--- config.mk ---
export PLATFORM = sky130hd
export DESIGN_NAME = serializer_shift_right_8bit
export DESIGN_NICKNAME = d
export VERILOG_FILES = /design/src/rtl/serializer_shift_right_8bit.sv
export SDC_FILE = /design/constraint.sdc
export NUM_CORES = 1
export LEC_CHECK = 0
export ABC_AREA = 1
export BUFFER_PORTS_ARGS = -buffer_cell sky130_fd_sc_hd__buf_2
export CAP_MARGIN = 40
export CORE_MARGIN = 5
export CORE_UTILIZATION = 38
export CTS_CLUSTER_DIAMETER = 60
export DETAILED_ROUTE_END_ITERATION = 6
export SYNTH_ARGS = -nofsm -noshare
export SYNTH_HDL_FRONTEND = slang
export SYNTH_SLANG_ARGS = --single-unit
--- constraint.sdc ---
create_clock -name clk -period 1.8 [get_ports clk]
set_clock_uncertainty 0.1 [all_clocks]
set_input_delay 0.09 -clock clk [delete_from_list [all_inputs] [get_ports clk]]
set_output_delay 0.09 -clock clk [all_outputs]
set_load 0.005 [all_outputs]
--- src/rtl/serializer_shift_right_8bit.sv ---
// Parallel-to-serial stage: accepts a word over valid/ready and shifts it out
// LSB-first through a zero-filling logical right shift, CLKS_PER_BIT clocks per bit.
module serializer_shift_right_8bit #(
  parameter int WIDTH        = 8,
  parameter int CLKS_PER_BIT = 1,
  parameter int CNT_W        = 4
) (
  input  logic             clk,
  input  logic             rst_n,
  input  logic             load_valid,
  output logic             load_ready,
  input  logic [WIDTH-1:0] load_data,
  input  logic             abort,
  output logic             ser_out,
  output logic             ser_valid,
  output logic             busy,
  output logic             done,
  output logic [CNT_W-1:0] bit_idx
);

  localparam int DIV_W = (CLKS_PER_BIT > 1) ? $clog2(CLKS_PER_BIT) : 1;

  typedef enum logic {
    ST_IDLE  = 1'b0,
    ST_SHIFT = 1'b1
  } state_t;

  state_t           r_state;
  logic [WIDTH-1:0] r_shreg;
  logic [CNT_W-1:0] r_bit_idx;
  logic [DIV_W-1:0] r_div_cnt;
  logic             r_done;

  logic w_bit_end;
  logic w_last_bit;

  assign w_bit_end  = (r_div_cnt == DIV_W'(CLKS_PER_BIT - 1));
  assign w_last_bit = (r_bit_idx == CNT_W'(WIDTH - 1));

  always_ff @(posedge clk or negedge rst_n) begin
    if (!rst_n) begin
      r_state   <= ST_IDLE;
      r_shreg   <= '0;
      r_bit_idx <= '0;
      r_div_cnt <= '0;
      r_done    <= 1'b0;
    end else begin
      r_done <= 1'b0;
      case (r_state)
        ST_IDLE: begin
          if (load_valid) begin
            r_shreg   <= load_data;
            r_bit_idx <= '0;
            r_div_cnt <= '0;
            r_state   <= ST_SHIFT;
          end
        end
        ST_SHIFT: begin
          // abort outranks a coinciding final-bit completion, so no done pulse
          if (abort) begin
            r_shreg   <= '0;
            r_bit_idx <= '0;
            r_div_cnt <= '0;
            r_state   <= ST_IDLE;
          end else if (w_bit_end) begin
            r_div_cnt <= '0;
            r_shreg   <= {1'b0, r_shreg[WIDTH-1:1]};
            if (w_last_bit) begin
              r_bit_idx <= '0;
              r_state   <= ST_IDLE;
              r_done    <= 1'b1;
            end else begin
              r_bit_idx <= r_bit_idx + CNT_W'(1);
            end
          end else begin
            r_div_cnt <= r_div_cnt + DIV_W'(1);
          end
        end
        default: r_state <= ST_IDLE;
      endcase
    end
  end

  assign load_ready = (r_state == ST_IDLE);
  assign busy       = (r_state == ST_SHIFT);
  assign ser_valid  = (r_state == ST_SHIFT);
  assign ser_out    = (r_state == ST_SHIFT) & r_shreg[0];
  assign done       = r_done;
  assign bit_idx    = r_bit_idx;

endmodule

## Word level (Yosys, flattened, before mapping)

Cells that the tools add are included.

| word-level totals | value |
|---|---|
| register bits after elaboration | 15 |
| input bits | 12 |

| cells by class | value |
|---|---|
| $add $sub $neg | 2 |
| equality and inequality tests | 3 |
| multiplexer cells | 22 |
| bitwise gates (word level) | 2 |
| reductions and logical operators | 1 |

Operators by type and width:

| operator | count |
|---|---|
| $mux 8 | 3 |
| $mux 4 | 4 |
| $pmux 8 s2 | 1 |
| $mux 1 | 11 |
| $pmux 4 s2 | 1 |
| $add 4x1->4 const B | 1 |
| $eq 4x3->1 const B | 1 |
| $pmux 1 s2 | 2 |
| $ne 3x3->1 const B | 1 |
| $ne 2x2->1 const B | 1 |
| $reduce_and 2->1 | 1 |
| $add 1x1->1 const B | 1 |
| $and 1x1->1 | 1 |
| $not 1->1 | 1 |

## Depth between registers and ports, before layout

Gate-level depths: netlist of run 1.

| depth | value |
|---|---|
| depth after elaboration | 5 |
| gate-level depth with buffers | 6 |
| mapped depth without buffers | 6 |

## Least setup slack after synthesis of run 1

Ideal clock, no wire load.

| timing | value |
|---|---|
| path type | register to register |
| start point | register r_bit_idx[0], in the netlist bit_idx[0] |
| end point | register r_bit_idx[1], in the netlist bit_idx[1] |
| setup time | 0.121 ns |
| arrival time | 0.904 ns |
| data required time | 1.579 ns |
| setup slack | 0.675 ns |
| cell stages (with the launch flop) | 3 |
| clock period less this slack | 1.125 ns |
| cell sequence | dfrtp_1 > ha_1 > a22o_1 |

| between the ends | value |
|---|---|
| word-level cells in the longest chain between the ends | 5 |
| elaborated cells on any way between the ends | 6 |

RTL lines:

| element | RTL line | source |
|---|---|---|
| start, declared | 30 | `logic [CNT_W-1:0] r_bit_idx;` |
| start signal, assigned | 73 | `r_bit_idx <= r_bit_idx + CNT_W'(1);` |
| $add 4x1->4 or $eq 4x3->1 (tied branches) | 73, 38 |  |
| $mux 4 (*) | 68 | `if (w_last_bit) begin` |
| $mux 4 (*) | 65 | `end else if (w_bit_end) begin` |
| $mux 4 (*) | 60 | `if (abort) begin` |
| $pmux 4 s2 (*) | 49 | `case (r_state)` |

Mark *: on every way between the ends. The rest lies on a longest branch, timed or not. The select of a mux whose other input is x is not followed.
A chain may end at the register's enable or synchronous reset.

## Final worst setup path of run 1

| timing | value |
|---|---|
| start point | register r_state, in the netlist busy |
| end point | register r_shreg[7] |

| between the ends | value |
|---|---|
| word-level cells in the longest chain between the ends | 3 |
| elaborated cells on any way between the ends | 5 |

RTL lines:

| element | RTL line | source |
|---|---|---|
| start, declared | 28 | `state_t r_state;` |
| start signal, assigned | 42 | `r_state <= ST_IDLE;` |
| start signal, assigned | 55 | `r_state <= ST_SHIFT;` |
| start signal, assigned | 64 | `r_state <= ST_IDLE;` |
| $not 1->1 | n/a |  |
| $ne 2x2->1 (no source line) | n/a |  |
| $reduce_and 2->1 (no source line) | n/a |  |
| end signal, assigned | 52 | `r_shreg <= load_data;` |
| end signal, assigned | 67 | `r_shreg <= {1'b0, r_shreg[WIDTH-1:1]};` |
| end, declared | 29 | `logic [WIDTH-1:0] r_shreg;` |

Parallel ways exist; a longest one is shown, timed or not.

==> metrics.yaml, run 1 <==
status:
  status: "finished with violations"
  violations: "hold timing"
critical_path:
  endpoint_kind: "flip-flop"
  crit_buf_inv: 2
  crit_slowest_cell: "dlygate4sd3_1"
  setup.worst_path.start: "busy$_DFF_PN0_"
  worstPathMaxFanout: 10
  crit_family: "buffers and inverters"
  crit_chain: "inv_2 > nand3_1 > dlygate4sd3_1 > nand2_1"
  arrival_ns: 1.66
  startpoint_type: "flip-flop"
  r2r-start: "busy$_DFF_PN0_"
  path_depth: 4
  cp-endpoint: "r_shreg[7]$_DFFE_PN0P_"
  r2r_slack_ns: 0.27
  worstReg2RegEnd: "r_shreg[7]$_DFFE_PN0P_"
  worstPathRequired_ns: 1.93
  r2r_cells: 4
  cpPeakStageDelay_ns: 0.57
  worstSetupPathType: "flip-flop to flip-flop"
synth:
  synthMuxAreaShare: 0
  ys_seq_area_frac: 0.529
  synth_cell_type_count: 17
  synth-seq-cells: 14
  synth-simple-area-share: 0.242
  synthAdderAreaFrac: 0.0189
  yosysWarningCount: 0
  synth_compound_area_frac: 0.140
  synth_top_family_by_area: "simple AND/OR/NAND/NOR gates"
  syn_area_um2: 662
  synth_xor_area_frac: 0
  avgSynthCellArea_um2: 8.49
  synthesis.nets: 91
  netlist_instances: 78
sta:
  finalSetupViolCount: 0
  hold_viol_final: 1
  timing.hold.ws_ns: -0.00547
  timing.final.ws_setup_ns: 0.268
  fin_tns_setup_ns: 0
  fin_crit_sh: 0.851
  period_minus_slack_ns: 1.53
  max_slew_margin: 0.789
  slew_viol_final: 0
  worstMarginPinSlew_ns: 0.316
  max_freq_ghz: 0.653
  rsz0062_at_grt: "no"
clocking:
  numClockSinks: 14
  cts_tree: "done"
  path_clk_slew_ns: 0.09
  clockBufferDepth: 2
  ctsResizeCount: 0
  htreeDepth: 1
  cts_buffers: 3
  root_buffer: "clkbuf_4"
  clock_latency_ns: 0.28
detailed_routing:
  dr.pass1.iters: 4
  post-route-drc-count: 0
  viasPerCell: 4.79
  wl_um: 1460
  wl_per_cell_um: 11.6
  antenna_left: 0
  num_vias: 603
  initialDrtViolationCount: 11
die:
  fp.dieH_um: 51.7
  core_um2: 1690
  rows: 15
  dieArea_um2: 2680
  fp.dieW_um: 51.7
  io-pin-count: 21
  initial_core_util: 0.392
hold_path:
  min_from: "load_data[1]"
  holdCritPathClass: "input pin to flip-flop"
global_routing:
  grt_use_met2: 0.169
  met3_usage: 0.0258
  grt_util_met1: 0.175
  grtUsageTotal: 0.120
  grt_pass1_vias: 545
  gr-total-overflow: 0
  busiest_layer: "met1"
  antenna_found_initial: 0
  grt_pass1_wl_um: 2390
  grt_max_degree: 15
layout:
  area_delta_synth_final_pct: 34.6
  postLayoutCoreUtil: 0.527
  diodes: 0
  fin_nets: 123
  drive_above_1_share: 0.266
  final_cell_mix: "nand2_1, buf_2, a21oi_1, dfrtp_1, nor2_1"
flow_run:
  max_cap_violations: 0
place:
  place_congestion: 0.782
  port_buffers: 20
  pre_cts_ws_ns: 0.460
  dpl.hpwl_um: 1020
power_and_ir_drop:
  power_density_nw_per_um2: 883
  power_leakage_uw: 0.000460
  ir_drop_mv: 0.481
==> routing by layer <==
layer  vias to the layer above  share of wire
li1                        313              -
met1                       272           0.48
met2                        16           0.45
met3                         2          0.068
met4                         0         0.0082
met5                         -              0
==> layout make-up <==
type                       count  area [um2]
fill                         158         798
sequential                    14         350
multi-input combinational     56         265
timing repair buffer          29         190
clock buffer                   4        36.3
inverter                       6        27.5
tap                           17        21.3
==> where the power goes <==
group / leakage [uW] / internal [uW] / switching (uW)
combinational: 0.000262 / 74.2 / 86.5
clock: 0.0000210 / 123 / 107
sequential: 0.000177 / 359 / 37.0
total: 0.000460 / 557 / 230
==> how the worst min path moves through the flow <==
stage,end,slack (ns),cells past startpoint
after floorplan,bit_idx[0]$_DFFE_PN0P_,-0.31,0
after global placement,done$_DFF_PN0_,-0.09,1
after detailed placement,bit_idx[3]$_DFFE_PN0P_,-0.09,1
after CTS,r_shreg[1]$_DFFE_PN0P_,0.002,3
after global routing,r_shreg[3]$_DFFE_PN0P_,0.008,3
final,r_shreg[1]$_DFFE_PN0P_,-0.005,3
==> worst reg2reg max path: stages, from the launching register on <==
cell	delay, ns
dfrtp_1	0.47
inv_2	0.19
nand3_1	0.09
dlygate4sd3_1	0.57
nand2_1	0.07
==> synth_stat cells <==
master	number	area, um2
nand3_1	4	20.0
ha_1	1	12.5
buf_4	1	7.51
clkinv_4	1	8.76
dfrtp_1	14	350
buf_6	1	11.3
o21ai_1	1	5.00
nand2_1	20	75.1
nor2_1	11	41.3
o21ai_2	1	8.76
nor2_4	1	11.3
a22o_1	1	8.76
nand2_2	1	6.26
nand4_1	1	6.26
a21oi_1	14	70.1
inv_2	1	3.75
inv_1	4	15.0
==> cell families (layout without fill, tap and decap cells) <==
group,after synthesis,after routing
AOI/OAI and AO/OA,17,17
DFF,14,14
buffers and inverters,8,39
adders and majority gates,1,1
and+or+nand+nor,38,38
==> flip-flops by register name (all words and copies together), names as in the netlist <==
| name | flops |
|---|---|
| r_shreg | 8 |
| busy | 1 |
| bit_idx | 4 |
| done | 1 |
==> what timing repair did <==
item	in CTS	in global routing
hold endpoints to repair	21	0
hold buffers	9	0
endpoints found under the setup margin	0	0
setup buffers	0	0
==> per-stage QoR <==
stage               hold WS (ns)  area, um2  total power, uW  std cells
floorplan                 -0.306        662              494         78
global placement         -0.0920        764              549        113
detailed placement       -0.0945        764              549        113
CTS                      0.00152        891              798        126
global route             0.00759        891              834        126
finish                  -0.00547        891              787        126
Power figures use the tool's default switching activity.
==> run 2: changes to the inputs <==
- ABC_CLOCK_PERIOD_IN_PS: not set -> 1800
- BUFFER_PORTS_ARGS: -buffer_cell sky130_fd_sc_hd__buf_2 -> -buffer_cell sky130_fd_sc_hd__clkbuf_2
==> run 2 against run 1 <==
Compared with the run above:
- the run now ends clean
- worst setup slack better by 0.17 ns
- sequential share of layout area is 2.5 points higher
- register-to-register slack better by 0.17 ns
- critical endpoint is now r_shreg[4]$_DFFE_PN0P_
- highest routed layer unchanged
==> metrics.yaml, run 2 (synthesis gave the netlist of run 1 again) <==
status:
  status: "finished clean"
global_routing:
  gr-total-overflow: 0  # unchanged
  grtUsageTotal: 0.128  # +0.00813
  antenna_found_initial: 0  # unchanged
  grt_pass1_wl_um: 2550  # +6.6%
  grt_max_degree: 15  # unchanged
  grt_pass1_vias: 599  # +9.9%
critical_path:
  crit_chain: "nor2_4 > inv_1 > nor2_1 > a21oi_1"
  startpoint_type: "flip-flop"
  worstSetupPathType: "flip-flop to flip-flop"
  cpPeakStageDelay_ns: 0.47  # -0.10 ns
  crit_buf_inv: 1  # -1
  crit_slowest_cell: "dfrtp_1"
  worstPathRequired_ns: 1.86  # -0.07 ns
  crit_family: "flip-flops"
  arrival_ns: 1.42  # -0.24 ns
  endpoint_kind: "flip-flop"
  worstPathMaxFanout: 13  # +3
detailed_routing:
  antenna_left: 0  # unchanged
  wl_per_cell_um: 11.6  # about the same
  dr.pass1.iters: 4  # unchanged
  viasPerCell: 4.86  # +1.5%
  initialDrtViolationCount: 3  # -8
  num_vias: 588  # -2.5%
  post-route-drc-count: 0  # unchanged
  wl_um: 1400  # -4.0%
power_and_ir_drop:
  pwr-share-seq: 0.550  # +0.046
  p_clk_frac: 0.237  # -0.055
  p_sw_uw: 217  # -5.9%
  power_leakage_uw: 0.000436  # -5.1%
  power_density_nw_per_um2: 861  # -2.5%
  p_int_uw: 504  # -9.4%
  combPwrFrac: 0.213  # +0.009
  p_sw_frac: 0.300  # +0.00777
  ir_drop_mv: 0.414  # -14%
place:
  place_congestion: 0.701  # -10%
  pre_cts_ws_ns: 0.447  # -0.0134 ns
  dpl.hpwl_um: 1050  # +2.6%
  port_buffers: 20  # unchanged
clocking:
  cts_buffers: 3  # unchanged
  numClockSinks: 14  # unchanged
  cts_hold_buf: 5  # -4
  cts_tree: "done"
  root_buffer: "clkbuf_4"
  htreeDepth: 1  # unchanged
  ctsResizeCount: 0  # unchanged
  path_clk_slew_ns: 0.08  # about the same
  clock_latency_ns: 0.27  # about the same
  postCtsSetupRepairBufs: 0  # unchanged
  clockBufferDepth: 2  # unchanged
die:
  io-pin-count: 21  # unchanged
  core_um2: 1690  # unchanged
  dieArea_um2: 2680  # unchanged
  initial_core_util: 0.392  # unchanged
  fp.dieW_um: 51.7  # unchanged
  fp.dieH_um: 51.7  # unchanged
  rows: 15  # unchanged
layout:
  drive_above_1_share: 0.269  # +0.00318
  diodes: 0  # unchanged
  fin_nets: 119  # -3.3%
  regMostFlops: "r_shreg"
  largest_reg_flops: 8  # unchanged
  final_cell_mix: "nand2_1, clkbuf_2, a21oi_1, dfrtp_1, nor2_1"
  area_delta_synth_final_pct: 26.5
sta:
  worstMarginPinSlew_ns: 0.340  # +0.0236 ns
  fin_crit_sh: 0.755  # -0.0963
  max_freq_ghz: 0.736  # +13%
  rsz0062_at_grt: "no"
  hold_viol_final: 0  # -1
  period_minus_slack_ns: 1.36  # -0.173 ns
  finalSetupViolCount: 0  # unchanged
  slew_viol_final: 0  # unchanged
  fin_tns_setup_ns: 0  # unchanged
  timing.final.ws_setup_ns: 0.441  # +0.173 ns
  max_slew_margin: 0.773  # -0.0157
hold_path:
  holdCritPathClass: "input pin to flip-flop"
flow_run:
  max_cap_violations: 0  # unchanged
==> run 2: power groups by stage <==
| stage | clock (uW) | sequential [uW] | combinational (uW) |
|---|---|---|---|
| floorplan | 0 | 397 | 97.8 |
| global placement | 0 | 402 | 145 |
| detailed placement | 0 | 403 | 149 |
| CTS | 180 | 396 | 157 |
| global route | 192 | 403 | 181 |
| finish | 171 | 397 | 153 |
==> run 2: final cells by class <==
class | count | area, um2
multi-input combinational | 56 | 265
clock buffer | 3 | 22.5
tap | 17 | 21.3
fill | 173 | 852
timing repair buffer | 25 | 150
sequential | 14 | 350
inverter | 6 | 27.5
==> run 2: stage by stage <==
step                      hold WS [ns]  power (uW)  area (um2)   util  std cells
final                          0.00676         721         837  0.496        121
after detailed placement       -0.0920         551         764  0.453        113
after global placement         -0.0790         548         764  0.453        113
after floorplan                 -0.306         494         662      -         78
after global routing            0.0189         776         837  0.496        121
after CTS                      0.00268         734         837  0.496        121
==> run 2: final timing paths <==
check | start | end | slack, ns | depth (start not counted)
setup / recovery | busy$_DFF_PN0_ | r_shreg[4]$_DFFE_PN0P_ | 0.44 | 4
max in group asynchronous | rst_n | r_shreg[4]$_DFFE_PN0P_ | 1.20 | 2
hold reg to reg | r_shreg[7]$_DFFE_PN0P_ | r_shreg[7]$_DFFE_PN0P_ | 0.37 | 2
min in group asynchronous | rst_n | bit_idx[3]$_DFFE_PN0P_ | 0.15 | 2
setup reg to reg | busy$_DFF_PN0_ | r_shreg[4]$_DFFE_PN0P_ | 0.44 | 4
hold / removal | load_data[0] | r_shreg[0]$_DFFE_PN0P_ | 0.007 | 3
==> run 2: worst register-to-register path, delay by kind of cell (launching register included) <==
family	cells	cell delay (ns)
AND/OR/NAND/NOR	2	0.44
AO/OA/AOI/OAI	1	0.05
flip-flops	1	0.47
buffers and inverters	1	0.19
==> run 2: per-layer routing <==
| metal | vias up | track usage | share of wire |
|---|---|---|---|
| met3 | 2 | 0.0287 | 0.049 |
| met2 | 10 | 0.203 | 0.47 |
| met1 | 267 | 0.168 | 0.47 |
| met5 | - | 0 | 0 |
| li1 | 309 | - | - |
| met4 | 0 | 0.0524 | 0.0086 |
